**src/rtl/bcd_to_bin_seq_if.sv**
```systemverilog
// Handshake bundle for bcd_to_bin_seq: BCD input channel and binary result channel.
// The converter uses the slave modport; the producer/consumer side uses master.
interface bcd_to_bin_seq_if #(
    parameter int DIGITS = 3,
    parameter int BIN_W  = 10
);
    logic                  in_valid;
    logic                  in_ready;
    logic [4*DIGITS-1:0]   in_bcd;
    logic                  out_valid;
    logic                  out_ready;
    logic [BIN_W-1:0]      out_bin;
    logic                  out_err;

    modport master (
        output in_valid,
        output in_bcd,
        output out_ready,
        input  in_ready,
        input  out_valid,
        input  out_bin,
        input  out_err
    );

    modport slave (
        input  in_valid,
        input  in_bcd,
        input  out_ready,
        output in_ready,
        output out_valid,
        output out_bin,
        output out_err
    );
endinterface

```
**src/rtl/bcd_to_bin_seq.sv**
```systemverilog
// Iterative packed-BCD to binary converter (reverse double dabble, one shift/correct per clock).
// Optional macro BCD_CHECK_EN: reject inputs with a digit > 9 as out_err=1, out_bin=0, latency 1.
module bcd_to_bin_seq #(
    parameter int DIGITS = 3,
    parameter int BIN_W  = 10
) (
    input  logic                clk,
    input  logic                rst,
    bcd_to_bin_seq_if.slave     bus,
    output logic                busy
);
    localparam int BCD_W  = 4 * DIGITS;
    localparam int WORK_W = BCD_W + BIN_W;
    localparam int CNT_W  = $clog2(BIN_W + 1);
    localparam logic [CNT_W-1:0] LAST_ITER = CNT_W'(BIN_W - 1);

    // ERR is only reachable when the digit check is compiled in.
    typedef enum logic [1:0] {
        IDLE = 2'd0,
        CONV = 2'd1,
        DONE = 2'd2,
        ERR  = 2'd3
    } state_t;

    state_t             state_reg;
    logic [BCD_W-1:0]   bcd_reg;
    logic [BIN_W-1:0]   bin_reg;
    logic [CNT_W-1:0]   cnt_reg;
    logic               in_ready_reg;
    logic               out_valid_reg;
    logic               busy_reg;
    logic [BIN_W-1:0]   out_bin_reg;

    logic [WORK_W-1:0]  shifted;
    logic [BCD_W-1:0]   bcd_next;
    logic [BIN_W-1:0]   bin_next;

    genvar gi;

    assign shifted  = {bcd_reg, bin_reg} >> 1;
    assign bin_next = shifted[BIN_W-1:0];

    // A digit that reads >= 8 after the shift received a bit worth 10 from the digit above;
    // subtracting 3 turns that 8 into the 5 it stands for in a halved decimal value.
    generate
        for (gi = 0; gi < DIGITS; gi++) begin : g_correct
            logic [3:0] dig;
            assign dig = shifted[BIN_W + 4*gi +: 4];
            assign bcd_next[4*gi +: 4] = (dig >= 4'd8) ? (dig - 4'd3) : dig;
        end
    endgenerate

`ifdef BCD_CHECK_EN
    logic [DIGITS-1:0]  digit_bad;
    logic               in_bad;
    logic               out_err_reg;

    generate
        for (gi = 0; gi < DIGITS; gi++) begin : g_check
            assign digit_bad[gi] = (bus.in_bcd[4*gi +: 4] > 4'd9);
        end
    endgenerate

    assign in_bad      = |digit_bad;
    assign bus.out_err = out_err_reg;
`else
    assign bus.out_err = 1'b0;
`endif

    always_ff @(posedge clk) begin
        if (rst) begin
            state_reg     <= IDLE;
            bcd_reg       <= '0;
            bin_reg       <= '0;
            cnt_reg       <= '0;
            in_ready_reg  <= 1'b1;
            out_valid_reg <= 1'b0;
            busy_reg      <= 1'b0;
            out_bin_reg   <= '0;
`ifdef BCD_CHECK_EN
            out_err_reg   <= 1'b0;
`endif
        end else begin
            case (state_reg)
                IDLE: begin
                    if (bus.in_valid) begin
                        bcd_reg      <= bus.in_bcd;
                        bin_reg      <= '0;
                        cnt_reg      <= '0;
                        in_ready_reg <= 1'b0;
`ifdef BCD_CHECK_EN
                        if (in_bad) begin
                            state_reg <= ERR;
                        end else begin
                            state_reg   <= CONV;
                            busy_reg    <= 1'b1;
                            out_err_reg <= 1'b0;
                        end
`else
                        state_reg <= CONV;
                        busy_reg  <= 1'b1;
`endif
                    end
                end

                CONV: begin
                    bcd_reg <= bcd_next;
                    bin_reg <= bin_next;
                    cnt_reg <= cnt_reg + CNT_W'(1);
                    if (cnt_reg == LAST_ITER) begin
                        state_reg     <= DONE;
                        busy_reg      <= 1'b0;
                        out_valid_reg <= 1'b1;
                        out_bin_reg   <= bin_next;
                    end
                end

                DONE: begin
                    if (bus.out_ready) begin
                        state_reg     <= IDLE;
                        out_valid_reg <= 1'b0;
                        in_ready_reg  <= 1'b1;
                    end
                end

`ifdef BCD_CHECK_EN
                ERR: begin
                    state_reg     <= DONE;
                    out_valid_reg <= 1'b1;
                    out_bin_reg   <= '0;
                    out_err_reg   <= 1'b1;
                end
`endif

                default: begin
                    state_reg     <= IDLE;
                    in_ready_reg  <= 1'b1;
                    out_valid_reg <= 1'b0;
                    busy_reg      <= 1'b0;
                end
            endcase
        end
    end

    assign bus.in_ready  = in_ready_reg;
    assign bus.out_valid = out_valid_reg;
    assign bus.out_bin   = out_bin_reg;
    assign busy          = busy_reg;

endmodule

```
**src/flat_wrapper.sv**
```systemverilog
// flat-port wrapper written by rule: the top's interface ports become plain ports
module bcd_to_bin_seq_flat 
#(
    parameter int DIGITS = 3,
    parameter int BIN_W  = 10
)
  (clk, rst, busy, bus_in_valid, bus_in_bcd, bus_out_ready, bus_in_ready, bus_out_valid, bus_out_bin, bus_out_err);
  bcd_to_bin_seq_if #(.DIGITS(DIGITS), .BIN_W(BIN_W)) bus_i ();
  input  logic clk;
  input  logic rst;
  output logic busy;
  input wire logic [$bits(bus_i.in_valid)-1:0] bus_in_valid;
  input wire logic [$bits(bus_i.in_bcd)-1:0] bus_in_bcd;
  input wire logic [$bits(bus_i.out_ready)-1:0] bus_out_ready;
  output wire logic [$bits(bus_i.in_ready)-1:0] bus_in_ready;
  output wire logic [$bits(bus_i.out_valid)-1:0] bus_out_valid;
  output wire logic [$bits(bus_i.out_bin)-1:0] bus_out_bin;
  output wire logic [$bits(bus_i.out_err)-1:0] bus_out_err;
  assign bus_i.in_valid = bus_in_valid;
  assign bus_i.in_bcd = bus_in_bcd;
  assign bus_i.out_ready = bus_out_ready;
  assign bus_in_ready = bus_i.in_ready;
  assign bus_out_valid = bus_i.out_valid;
  assign bus_out_bin = bus_i.out_bin;
  assign bus_out_err = bus_i.out_err;
  bcd_to_bin_seq #(.DIGITS(DIGITS), .BIN_W(BIN_W)) u_core (.clk(clk), .rst(rst), .bus(bus_i), .busy(busy));
endmodule
```
**config.mk**
```make
export PLATFORM = sky130hd
export DESIGN_NAME = bcd_to_bin_seq_flat
export DESIGN_NICKNAME = d
export VERILOG_FILES = /design/src/rtl/bcd_to_bin_seq_if.sv /design/src/rtl/bcd_to_bin_seq.sv /design/src/flat_wrapper.sv
export SDC_FILE = /design/constraint.sdc
export NUM_CORES = 1
export LEC_CHECK = 0
export CAP_MARGIN = 10
export CORE_MARGIN = 2
export CORE_UTILIZATION = 50
export DETAILED_ROUTE_END_ITERATION = 10
export DONT_BUFFER_PORTS = 1
export GPL_TIMING_DRIVEN = 1
export SYNTH_ARGS = -nofsm -noshare
export SYNTH_HDL_FRONTEND = slang
export SYNTH_SLANG_ARGS = --single-unit
```
**constraint.sdc**
```tcl
create_clock -name clk -period 2 [get_ports clk]
set_input_delay 0.2 -clock clk [delete_from_list [all_inputs] [get_ports clk]]
set_output_delay 0.2 -clock clk [all_outputs]
set_load 0.01 [all_outputs]
```
# --- Word level (Yosys, flattened, before mapping) ---
# Index checks and enable logic that the tools add are counted.
classes:
  add_sub_neg: 4
  multipliers: 0
  div_mod_pow: 0
  order_cmp: 3
  n_eq_ne: 6
  shifts: 0
  mux: 22
  n_bitwise: 3
  reduce_logical: 8
ops:
  columns: ["cell", "n"]
  rows:
  - ["12-bit one-hot mux with 2 select lines", 1]
  - ["10-bit one-hot mux with 2 select lines", 1]
  - ["4-bit 2-to-1 mux", 4]
  - ["12-bit 2-to-1 mux", 1]
  - ["3-bit AND reduction", 4]
  - ["10-bit 2-to-1 mux", 1]
  - ["1-bit one-hot mux with 3 select lines", 3]
  - ["4-bit >= comparator (second input constant)", 2]
  - ["4-bit one-hot mux with 2 select lines", 1]
  - ["4-bit by 2-bit subtractor with 4-bit output (second input constant)", 2]
  - ["1-bit 2-to-1 mux", 6]
  - ["2-bit 2-to-1 mux", 3]
  - ["2-bit one-hot mux with 3 select lines", 1]
  - ["4-bit by 1-bit adder with 4-bit output (second input constant)", 1]
  - ["4-bit == test (second input constant)", 1]
  - ["3-bit by 4-bit >= comparator with 1-bit output (second input constant)", 1]
  - ["2-bit != test (second input constant)", 2]
  - ["2-bit AND reduction", 2]
  - ["3-bit by 2-bit subtractor with 4-bit output (second input constant)", 1]
  - ["1-bit inverter", 3]
  - ["2-bit by 1-bit == test with 1-bit output (second input constant)", 1]
  - ["2-bit == test (second input constant)", 1]
  - ["2-bit zero test", 1]
  - ["2-bit by 1-bit != test with 1-bit output (second input constant)", 1]
  - ["2-bit nonzero test", 1]
totals:
  register_bits: 41
  latchBits: 0
  mem_bits_rw: 0
  romBits: 0
  input_bits: 16
  out_inout_bits: 14
  word_cells: 54
  mem_count: 0

# --- Logic depth before layout (Yosys ltp) ---
logic_depth:
  word_depth: 3
  ltp_mapped: 6
  mapped_depth_nobuf: 5

# --- Worst setup path after synthesis ---
# No wires, ideal clock.
synth_timing:
  path_type: "register to register"
  start: "register u_core.bcd_reg[5]"
  end: "register u_core.bcd_reg[5]"
  setup_ns: 0.134
  arrival_time_ns: 1.299
  required_time_ns: 1.866
  slack_ns: 0.567
  stages_incl_launch_ff: 6
  path_buffers: 0
  synth_period_minus_slack_ns: 1.433
  path_cell_list: "dfxtp_1 > inv_1 > ha_1 > mux2_1 > a221oi_1 > a211oi_1"
synth_between:
  elab_chain_len: 3
  elab_cells_between_ends: 4
  classes_between: "1 x add/sub; 1 x order compare; 2 x mux"
synth_lines:
  columns: ["item", "line_no", "rtl"]
  rows:
  - ["start, declared", "bcd_to_bin_seq.sv:26", "logic [BCD_W-1:0] bcd_reg;"]
  - ["start signal, assigned", "bcd_to_bin_seq.sv:87", "bcd_reg <= bus.in_bcd;"]
  - ["start signal, assigned", "bcd_to_bin_seq.sv:107", "bcd_reg <= bcd_next;"]
  - ["4-bit by 2-bit subtractor with 4-bit output / 4-bit >= comparator (equally long branches)", "bcd_to_bin_seq.sv:49", "assign bcd_next[4*gi +: 4] = (dig >= 4'd8) ? (dig - 4'd3) : dig;"]
  - ["4-bit 2-to-1 mux *", "bcd_to_bin_seq.sv:49", null]
  - ["12-bit one-hot mux with 2 select lines *", "bcd_to_bin_seq.sv:84", "case (state_reg)"]
# Mark *: on every way between the ends. The rest lies on a longest branch, timed or not.
# A chain may end at the register's enable or synchronous reset.

# --- Final worst setup path ---
layout_timing:
  start: "register u_core.bcd_reg[1]"
  end: "register u_core.bcd_reg[1]"
# The elaborated chain is that of the path after synthesis.

==> results.json <==
{
  "outcome": "finished clean",
  "vias": 1393,
  "r2r_slack_ns": 0.40,
  "grt_pass1_vias": 1426,
  "vias_per_cell": 5.55,
  "io_buffers": 0,
  "synth_nets": 226,
  "drt_iter0_drc": 92,
  "final_cell_mix": "dfxtp_1, nand2b_1, nor2_1, a22oi_1, mux2i_1",
  "yosysWarnings": 0,
  "syn_area_per_cell_sq_um": 9.21,
  "synth-edff-count": 0,
  "worst_pin_slew_ns": 1.08,
  "slew_violations": 0,
  "drive_gt1_share_pct": 8.37,
  "gp_congestion": 0.728,
  "cp-startpoint": "u_core.bcd_reg[1]",
  "syn_area_sq_um": 1880,
  "setup_ws_ns": 0.401,
  "clock_path_buffers": 2,
  "skew_ns": 0.00415,
  "timing.fmax_ghz": 0.626,
  "timing.rr.start": "u_core.bcd_reg[1]",
  "post_cts_buffers": 0,
  "grt_pass1_wl_um": 6200,
  "critPathCaptureType": "register",
  "grt_max_degree": 29,
  "synth-seq-area-share_pct": 42.6,
  "die_area_sq_um": 4260,
  "async_flop_share_pct": 0,
  "post-route-util_pct": 54.8,
  "antenna_found_initial": 0,
  "r2r_cells": 5,
  "cts_tree": "built",
  "leakagePower_nw": 0.717,
  "final.min_clock_period_ns": 1.60,
  "rsz0062_at_grt": "false",
  "max-vdd-ir-drop_mv": 0.477,
  "h-tree-depth": 2,
  "cellPowerDensity_nw_per_um2": 786,
  "num-nets-final": 224,
  "tns_ns": 0,
  "hold_viol": 0,
  "diodes": 0,
  "endpoint": "u_core.bcd_reg[1]",
  "drtPass1Iterations": 4,
  "slowest_delay_ns": 0.40,
  "num_io_pins": 30,
  "regToRegEndpoint": "u_core.bcd_reg[1]",
  "critical_path_class": "reg -> reg",
  "synth_ff_type": "dfxtp_1",
  "start_util_pct": 51.7,
  "finalNonFillerCells": 251,
  "core-area_sq_um": 3630,
  "hp-class": "in -> reg",
  "grt_overflow_total": 0,
  "rows": 22,
  "hold_buffers": 1,
  "clock_sinks": 40,
  "largest_reg_flops": 12,
  "grt_usage_pct": 18.8,
  "critPathLaunchType": "register",
  "crit_arrival_ns": 1.72,
  "drt-total-wl_um": 3570,
  "dp_slack_ns": 0.441,
  "cts_root_buf": "clkbuf_8",
  "crit_fanout": 4,
  "cp.required_ns": 2.12,
  "crit_chain": "inv_1 -> ha_1 -> mux2_1 -> a221oi_1 -> a211oi_1",
  "numCtsBuffers": 5,
  "drc": 0,
  "wl_per_cell_um": 14.2,
  "dieWidth_um": 65.3,
  "die_height_um": 65.3,
  "ant_nets": 0,
  "critPathSlowestCell": "dfxtp_1",
  "clk_pin_slew_ns": 0.07,
  "syn_inst": 204,
  "min_period_over_period_pct": 79.9,
  "insertion_delay_ns": 0.29,
  "setup_violations": 0,
  "dp.cells": 242,
  "cap_violations": 0,
  "cts-resized-gates": 0,
  "place_hpwl_um": 2310,
  "area_growth_pct": 6.06,
  "holdWs_ns": 0.0225,
  "ys_ff_latch": 40,
  "max_slew_margin_pct": 28.0,
  "hp-start": "rst",
  "synth_cell_types": 40,
  "final_common_cell": "dfxtp_1"
}
metal layers:
| metal | track usage (%) | part of all wire, % | wire [um] |
|---|---|---|---|
| met5 | 0 | 0 | 0 |
| met4 | 7.29 | 1.1 | 40 |
| met3 | 5.99 | 5.0 | 180 |
| met2 | 33.4 | 50 | 1780 |
| met1 | 20.8 | 44 | 1570 |
logic make-up (layout without fill, tap and decap cells):
group                    Yosys count  after routing  share of synthesized area (%)
AO/OA/AOI/OAI                     42             42                           16.2
XOR/XNOR                           4              4                           1.87
adder cells (fa/ha/maj)            6              6                           4.00
buffers and inverters             23             22                           6.20
flip-flops                        40             40                           42.6
multiplexers                      12             12                           6.53
other                              1              1                          0.200
AND/OR/NAND/NOR                   76             76                           22.4
worst max-delay path, delay by kind of cell (launching register included):
kind            cells  cell delay (ns)
compound gates      2             0.37
mux                 1             0.29
buf+inv             1             0.08
fa+ha+maj           1             0.29
flops               1             0.40
through the flow:
step / instance area (sq um) / total power [mW]
floorplan: 1880 / 1.01
global placement: 1890 / 1.01
detailed placement: 1890 / 1.02
CTS: 1990 / 1.58
global route: 1990 / 1.64
finish: 1990 / 1.57
Yosys cell counts (6+ instances only):
cell type | n | share of area, %
a211oi_1 | 8 | 3.2
a21oi_1 | 8 | 2.1
a22oi_1 | 10 | 4.0
buf_2 | 6 | 1.6
dfxtp_1 | 40 | 43
ha_1 | 6 | 4.0
inv_1 | 7 | 1.4
mux2i_1 | 10 | 5.3
nand2_1 | 7 | 1.4
nand2b_1 | 24 | 8.0
nor2_1 | 20 | 4.0
nor2b_1 | 7 | 2.3
power by group:
group          switching [mW]  leakage [nW]  internal (mW)
registers              0.0318         0.326          0.826
clock network           0.275        0.0510          0.275
logic                  0.0828         0.340         0.0744
final cells by class:
cell class,instances,area (sq um)
inverters,8,30.0
well taps,48,60.1
clock inverters,2,10.0
repair buffers,6,47.5
clock buffers,6,82.6
flip-flops and latches,40,801
multi-input cells,141,961
fillers,326,1640
worst min-delay path by stage:
| stage | slack, ns | depth (start not counted) | to |
|---|---|---|---|
| after floorplan | 0.35 | 2 | u_core.bcd_reg[11] |
| after global placement | 0.27 | 1 | u_core.bcd_reg[0] |
| after detailed placement | 0.28 | 1 | u_core.bcd_reg[0] |
| after CTS | 0.006 | 1 | u_core.bus.in_ready |
| after global routing | 0.02 | 1 | u_core.bus.in_ready |
| final | 0.02 | 1 | u_core.bus.in_ready |
Note: power is estimated with default switching activity, not from simulation.
